<file path="src/rtl/md_issue_ctrl_if.sv">
// E-stage to multiply/divide issue bundle: instruction inputs, unit busy flag,
// issue/stall outputs and latency-monitor observables.
interface md_issue_ctrl_if #(
    parameter int CNT_W = 16
);
    logic [31:0]      E_Ins;
    logic             E_valid;
    logic             E_flush;
    logic [31:0]      D_Ins;
    logic             md_busy;
    logic             md_start;
    logic [31:0]      md_Ins;
    logic             stall;
    logic [1:0]       state;
    logic [3:0]       busy_cnt;
    logic             lat_err;
    logic [CNT_W-1:0] stall_cnt;

    modport master (
        output E_Ins, E_valid, E_flush, D_Ins, md_busy,
        input  md_start, md_Ins, stall, state, busy_cnt, lat_err, stall_cnt
    );

    modport slave (
        input  E_Ins, E_valid, E_flush, D_Ins, md_busy,
        output md_start, md_Ins, stall, state, busy_cnt, lat_err, stall_cnt
    );
endinterface

</file>
<file path="src/rtl/md_issue_ctrl.sv">
// Mult/div issue + HI/LO interlock: start, gated instruction and stall are combinational
// (zero latency); the latency monitor and stall counter update on each clk edge.
module md_issue_ctrl #(
    parameter int MUL_LAT = 5,
    parameter int DIV_LAT = 10,
    parameter int CNT_W   = 16
) (
    input  logic           clk,
    input  logic           reset,
    md_issue_ctrl_if.slave io
);
    typedef enum logic [1:0] {
        S_IDLE = 2'd0,
        S_MUL  = 2'd1,
        S_DIV  = 2'd2
    } state_e;

    localparam logic [3:0] MUL_LAT_C = 4'(MUL_LAT);
    localparam logic [3:0] DIV_LAT_C = 4'(DIV_LAT);

    function automatic logic is_mul(input logic [31:0] ins);
        logic [5:0] op;
        logic [5:0] fn;
        op = ins[31:26];
        fn = ins[5:0];
        return ((op == 6'h00) && (fn == 6'h18 || fn == 6'h19)) ||
               ((op == 6'h1C) && (fn == 6'h00 || fn == 6'h01 ||
                                  fn == 6'h04 || fn == 6'h05));
    endfunction

    function automatic logic is_div(input logic [31:0] ins);
        return (ins[31:26] == 6'h00) && (ins[5:0] == 6'h1A || ins[5:0] == 6'h1B);
    endfunction

    function automatic logic is_access(input logic [31:0] ins);
        return (ins[31:26] == 6'h00) && (ins[5:2] == 4'b0100);
    endfunction

    state_e           state_q;
    logic [3:0]       busy_cnt_q;
    logic             lat_err_q;
    logic [CNT_W-1:0] stall_cnt_q;

    logic   ok;
    logic   start_w;
    logic   stall_w;
    logic   d_hilo;
    state_e new_state;
    logic   [3:0] exp_lat;

    assign ok        = io.E_valid & ~io.E_flush;
    assign start_w   = ok & (is_mul(io.E_Ins) | is_div(io.E_Ins));
    assign d_hilo    = is_mul(io.D_Ins) | is_div(io.D_Ins) | is_access(io.D_Ins);
    // Start cycle must stall too: the unit only raises md_busy on the following cycle.
    assign stall_w   = d_hilo & (start_w | io.md_busy);
    assign new_state = is_div(io.E_Ins) ? S_DIV : S_MUL;
    assign exp_lat   = (state_q == S_DIV) ? DIV_LAT_C : MUL_LAT_C;

    assign io.md_start  = start_w;
    assign io.md_Ins    = ok ? io.E_Ins : 32'h0;
    assign io.stall     = stall_w;
    assign io.state     = state_q;
    assign io.busy_cnt  = busy_cnt_q;
    assign io.lat_err   = lat_err_q;
    assign io.stall_cnt = stall_cnt_q;

    always_ff @(posedge clk) begin
        if (reset) begin
            state_q     <= S_IDLE;
            busy_cnt_q  <= '0;
            lat_err_q   <= 1'b0;
            stall_cnt_q <= '0;
        end else begin
            if (stall_w && (stall_cnt_q != '1)) begin
                stall_cnt_q <= stall_cnt_q + 1'b1;
            end
            case (state_q)
                S_IDLE: begin
                    if (start_w) begin
                        state_q    <= new_state;
                        busy_cnt_q <= '0;
                    end
                end
                default: begin
                    if (io.md_busy) begin
                        // A new start while the unit is still busy means the interlock was bypassed.
                        if (start_w) begin
                            lat_err_q  <= 1'b1;
                            state_q    <= new_state;
                            busy_cnt_q <= '0;
                        end else if (busy_cnt_q != 4'hF) begin
                            busy_cnt_q <= busy_cnt_q + 4'd1;
                        end
                    end else begin
                        if (busy_cnt_q != exp_lat) begin
                            lat_err_q <= 1'b1;
                        end
                        if (start_w) begin
                            state_q    <= new_state;
                            busy_cnt_q <= '0;
                        end else begin
                            state_q <= S_IDLE;
                        end
                    end
                end
            endcase
        end
    end
endmodule

</file>
<file path="src/flat_wrapper.sv">
// flat-port wrapper written by rule: the top's interface ports become plain ports
module md_issue_ctrl_flat 
#(
    parameter int MUL_LAT = 5,
    parameter int DIV_LAT = 10,
    parameter int CNT_W   = 16
)
  (clk, reset, io_E_Ins, io_E_valid, io_E_flush, io_D_Ins, io_md_busy, io_md_start, io_md_Ins, io_stall, io_state, io_busy_cnt, io_lat_err, io_stall_cnt);
  md_issue_ctrl_if #(.CNT_W(CNT_W)) io_i ();
  input  logic clk;
  input  logic reset;
  input wire logic [$bits(io_i.E_Ins)-1:0] io_E_Ins;
  input wire logic [$bits(io_i.E_valid)-1:0] io_E_valid;
  input wire logic [$bits(io_i.E_flush)-1:0] io_E_flush;
  input wire logic [$bits(io_i.D_Ins)-1:0] io_D_Ins;
  input wire logic [$bits(io_i.md_busy)-1:0] io_md_busy;
  output wire logic [$bits(io_i.md_start)-1:0] io_md_start;
  output wire logic [$bits(io_i.md_Ins)-1:0] io_md_Ins;
  output wire logic [$bits(io_i.stall)-1:0] io_stall;
  output wire logic [$bits(io_i.state)-1:0] io_state;
  output wire logic [$bits(io_i.busy_cnt)-1:0] io_busy_cnt;
  output wire logic [$bits(io_i.lat_err)-1:0] io_lat_err;
  output wire logic [$bits(io_i.stall_cnt)-1:0] io_stall_cnt;
  assign io_i.E_Ins = io_E_Ins;
  assign io_i.E_valid = io_E_valid;
  assign io_i.E_flush = io_E_flush;
  assign io_i.D_Ins = io_D_Ins;
  assign io_i.md_busy = io_md_busy;
  assign io_md_start = io_i.md_start;
  assign io_md_Ins = io_i.md_Ins;
  assign io_stall = io_i.stall;
  assign io_state = io_i.state;
  assign io_busy_cnt = io_i.busy_cnt;
  assign io_lat_err = io_i.lat_err;
  assign io_stall_cnt = io_i.stall_cnt;
  md_issue_ctrl #(.MUL_LAT(MUL_LAT), .DIV_LAT(DIV_LAT), .CNT_W(CNT_W)) u_core (.clk(clk), .reset(reset), .io(io_i));
endmodule
</file>
<file path="config.mk">
export PLATFORM = sky130hd
export DESIGN_NAME = md_issue_ctrl_flat
export DESIGN_NICKNAME = d
export VERILOG_FILES = /design/src/rtl/md_issue_ctrl_if.sv /design/src/rtl/md_issue_ctrl.sv /design/src/flat_wrapper.sv
export SDC_FILE = /design/constraint.sdc
export NUM_CORES = 1
export LEC_CHECK = 0
export CORE_MARGIN = 5
export CORE_UTILIZATION = 33
export DETAILED_ROUTE_END_ITERATION = 10
export GPL_TIMING_DRIVEN = 0
export PLACE_DENSITY = 0.88
export RECOVER_POWER = 100
export REMOVE_ABC_BUFFERS = 1
export SLEW_MARGIN = 30
export SYNTH_ARGS = -nofsm -noshare
export SYNTH_HDL_FRONTEND = slang
export SYNTH_SLANG_ARGS = --single-unit
</file>
<file path="constraint.sdc">
create_clock -name clk -period 2.7 [get_ports clk]
set_input_delay 0.405 -clock clk [delete_from_list [all_inputs] [get_ports clk]]
set_output_delay 0.405 -clock clk [all_outputs]
set_load 0.02 [all_outputs]
</file>
==> out/qor.yml <==
drv_slew: 0
n_antenna_cell: 0
io_buffers: 104
status: "complete, no violations"
numCtsBuffers: 3
yosysWarnings: 0
path_delay_family: "buffers and inverters"
arrival_ns: 2.15
coreArea_sq_um: 4444
ys_types: 39
grt_pass1_wl_um: 8873
clock_latency_ns: 0.27
drive_gt1_frac: 0.06040
place_area_sq_um: 2603
grt_pass1_vias: 1960
clk_pin_slew_ns: 0.08
fin_tns_setup_ns: 0
grt_antenna_before_repair: 0
ys_seq_elements: 23
via_count: 1988
end_kind: "primary output"
fin_skew_ns: 0.001236
finalCriticalPeriod_ns: 2.556
syn_inst: 199
period_share: 0.9468
grt_start_max_net_pins: 32
cpMaxStageDelayCell: "or4b_4"
tightest_slew_ns: 0.8886
total_power_uw: 737.0
rows: 24
drt-total-wl_um: 5668
grtUsageTotal: 0.1742
cp_max_fo: 6
fmax_mhz: 391.2
ys_seq_area_frac: 0.2987
crit_type: "input port to primary output"
synth_top_flop_cell: "dfxtp_1"
viasPerCell: 5.680
gr-total-overflow: 0
cp_cell_sequence: "clkdlybuf4s50_1 > or4b_4 > a2bb2oi_2 > nor2_4 > dlygate4sd2_1"
die_y_um: 78.35
final_cell_mix: "dlygate4sd3_1 (55), clkdlybuf4s50_1 (47), and2_1 (32), dfxtp_1 (23), a21oi_1 (16)"
syn_area_sq_um: 1541
wl_per_cell_um: 16.19
start_util: 0.3468
dr.pass1.iters: 4
cts_setup_buffers: 0
rsz0062_at_grt: "false"
gp_congestion: 0.7622
maxCapViolations: 0
slew_headroom: 0.4057
h-tree-depth: 1
drc: 0
synth_edf_count: 0
p_leak_uw: 0.001073
slowest_delay_ns: 0.55
synth_area_per_cell_sq_um: 7.746
die_w_um: 78.35
clockBufferDepth: 2
place_hpwl_um: 4133
setup_viol: 0
synth-async-reset-ratio: 0
layout_commonest_cell: "dlygate4sd3_1"
io_pins: 126
crit_buf_inv: 2
nNetsFinal: 370
vdd_drop_max_mv: 0.1624
areaGrowthSynthToFinish_pct: 76.70
initialDrtViolationCount: 319
cellPowerDensity_nw_per_um2: 270.6
min_path_type: "register to register"
required_ns: 2.30
finalHoldViolations: 0
postRouteAntennaNets: 0
clock-sinks: 23
dieArea_sq_um: 6138
startpoint_type: "input port"
cts_tree: "yes"
fin_area_sq_um: 2724
ctsHoldBuffers: 0
root_buffer: "clkbuf_8"
==> path summary, 6_finish.rpt <==
check / from / end / slack [ns] / cells past startpoint
max reg2reg: u_core.io.stall_cnt[1] / u_core.io.stall_cnt[4] / 0.46 / 6
min reg2reg: u_core.io.lat_err / u_core.io.lat_err / 0.45 / 2
min: u_core.io.lat_err / u_core.io.lat_err / 0.45 / 2
max: io_E_Ins[30] / io_md_start / 0.14 / 5
==> kinds of logic (layout without fill, tap and decap cells) <==
group | after synthesis | count (layout) | share of synthesized area
muxes | 4 | 4 | 0.02760
and+or+nand+nor | 112 | 114 | 0.4318
xor gates and xnor gates | 1 | 1 | 0.005683
AOI/OAI and AO/OA | 42 | 43 | 0.1818
buffers and inverters | 15 | 111 | 0.03815
DFF | 23 | 23 | 0.2987
adders and majority gates | 2 | 2 | 0.01623
==> power breakdown <==
group / switching (uW) / internal, uW
clock: 112 / 106
combinational: 77.2 / 104
sequential: 0.0608 / 339
total: 189 / 548
==> synth_stat cells, types with 4 or more instances <==
| cell type | instances | share of area |
|---|---|---|
| and2_1 | 32 | 0.13 |
| dfxtp_1 | 23 | 0.30 |
| a21oi_1 | 16 | 0.052 |
| or4_1 | 14 | 0.068 |
| nor2_1 | 13 | 0.032 |
| nand4_1 | 12 | 0.049 |
| o31ai_1 | 11 | 0.054 |
| clkbuf_1 | 9 | 0.022 |
| nand2_1 | 9 | 0.022 |
| nand3_1 | 8 | 0.026 |
| nor3_1 | 7 | 0.023 |
| o211ai_1 | 4 | 0.019 |
==> final cells by class <==
type / count / area [sq um]
flip-flops and latches: 23 / 460.4
well taps: 52 / 65.06
repair buffers: 104 / 1035
clock buffers: 4 / 45.04
inverters: 3 / 11.26
fillers: 382 / 1720
multi-input cells: 164 / 1107
==> tightest hold or removal path: stages (launching register included) <==
cell and delay (ns):
dfxtp_1 0.31, inv_1 0.04, a21oi_1 0.05
==> stage by stage <==
stage               worst slack (ns)  utilization  hold WS (ns)  cells
CTS                         0.001549       0.6039        0.4529    348
floorplan                    0.04488            -        0.4741    187
detailed placement           -0.9745       0.5856        0.4416    343
global placement              -1.411       0.5850        0.4338    343
global route                 0.01835       0.6129        0.4978    350
finish                        0.1437       0.6129        0.4459    350
==> what timing repair did <==
action	4_1_cts	5_1_grt
pin swaps	1	0
endpoints found under the setup margin	50	3
cloned	1	2
resized for setup	11	6
==> state kept, by name, summed over array words and instances, names as in the netlist <==
signal,cells
u_core.io.lat_err,1
u_core.io.stall_cnt,16
u_core.io.busy_cnt,4
u_core.io.state,2
==> metal layers <==
metal | up-vias | wire [um] | track usage
met5 | - | 0 | 0
met3 | 8 | 661 | 0.06293
li1 | 951 | - | -
met4 | 0 | 87 | 0.05245
met2 | 105 | 2942 | 0.3390
met1 | 924 | 1978 | 0.1710
Power figures use the tool's default switching activity.
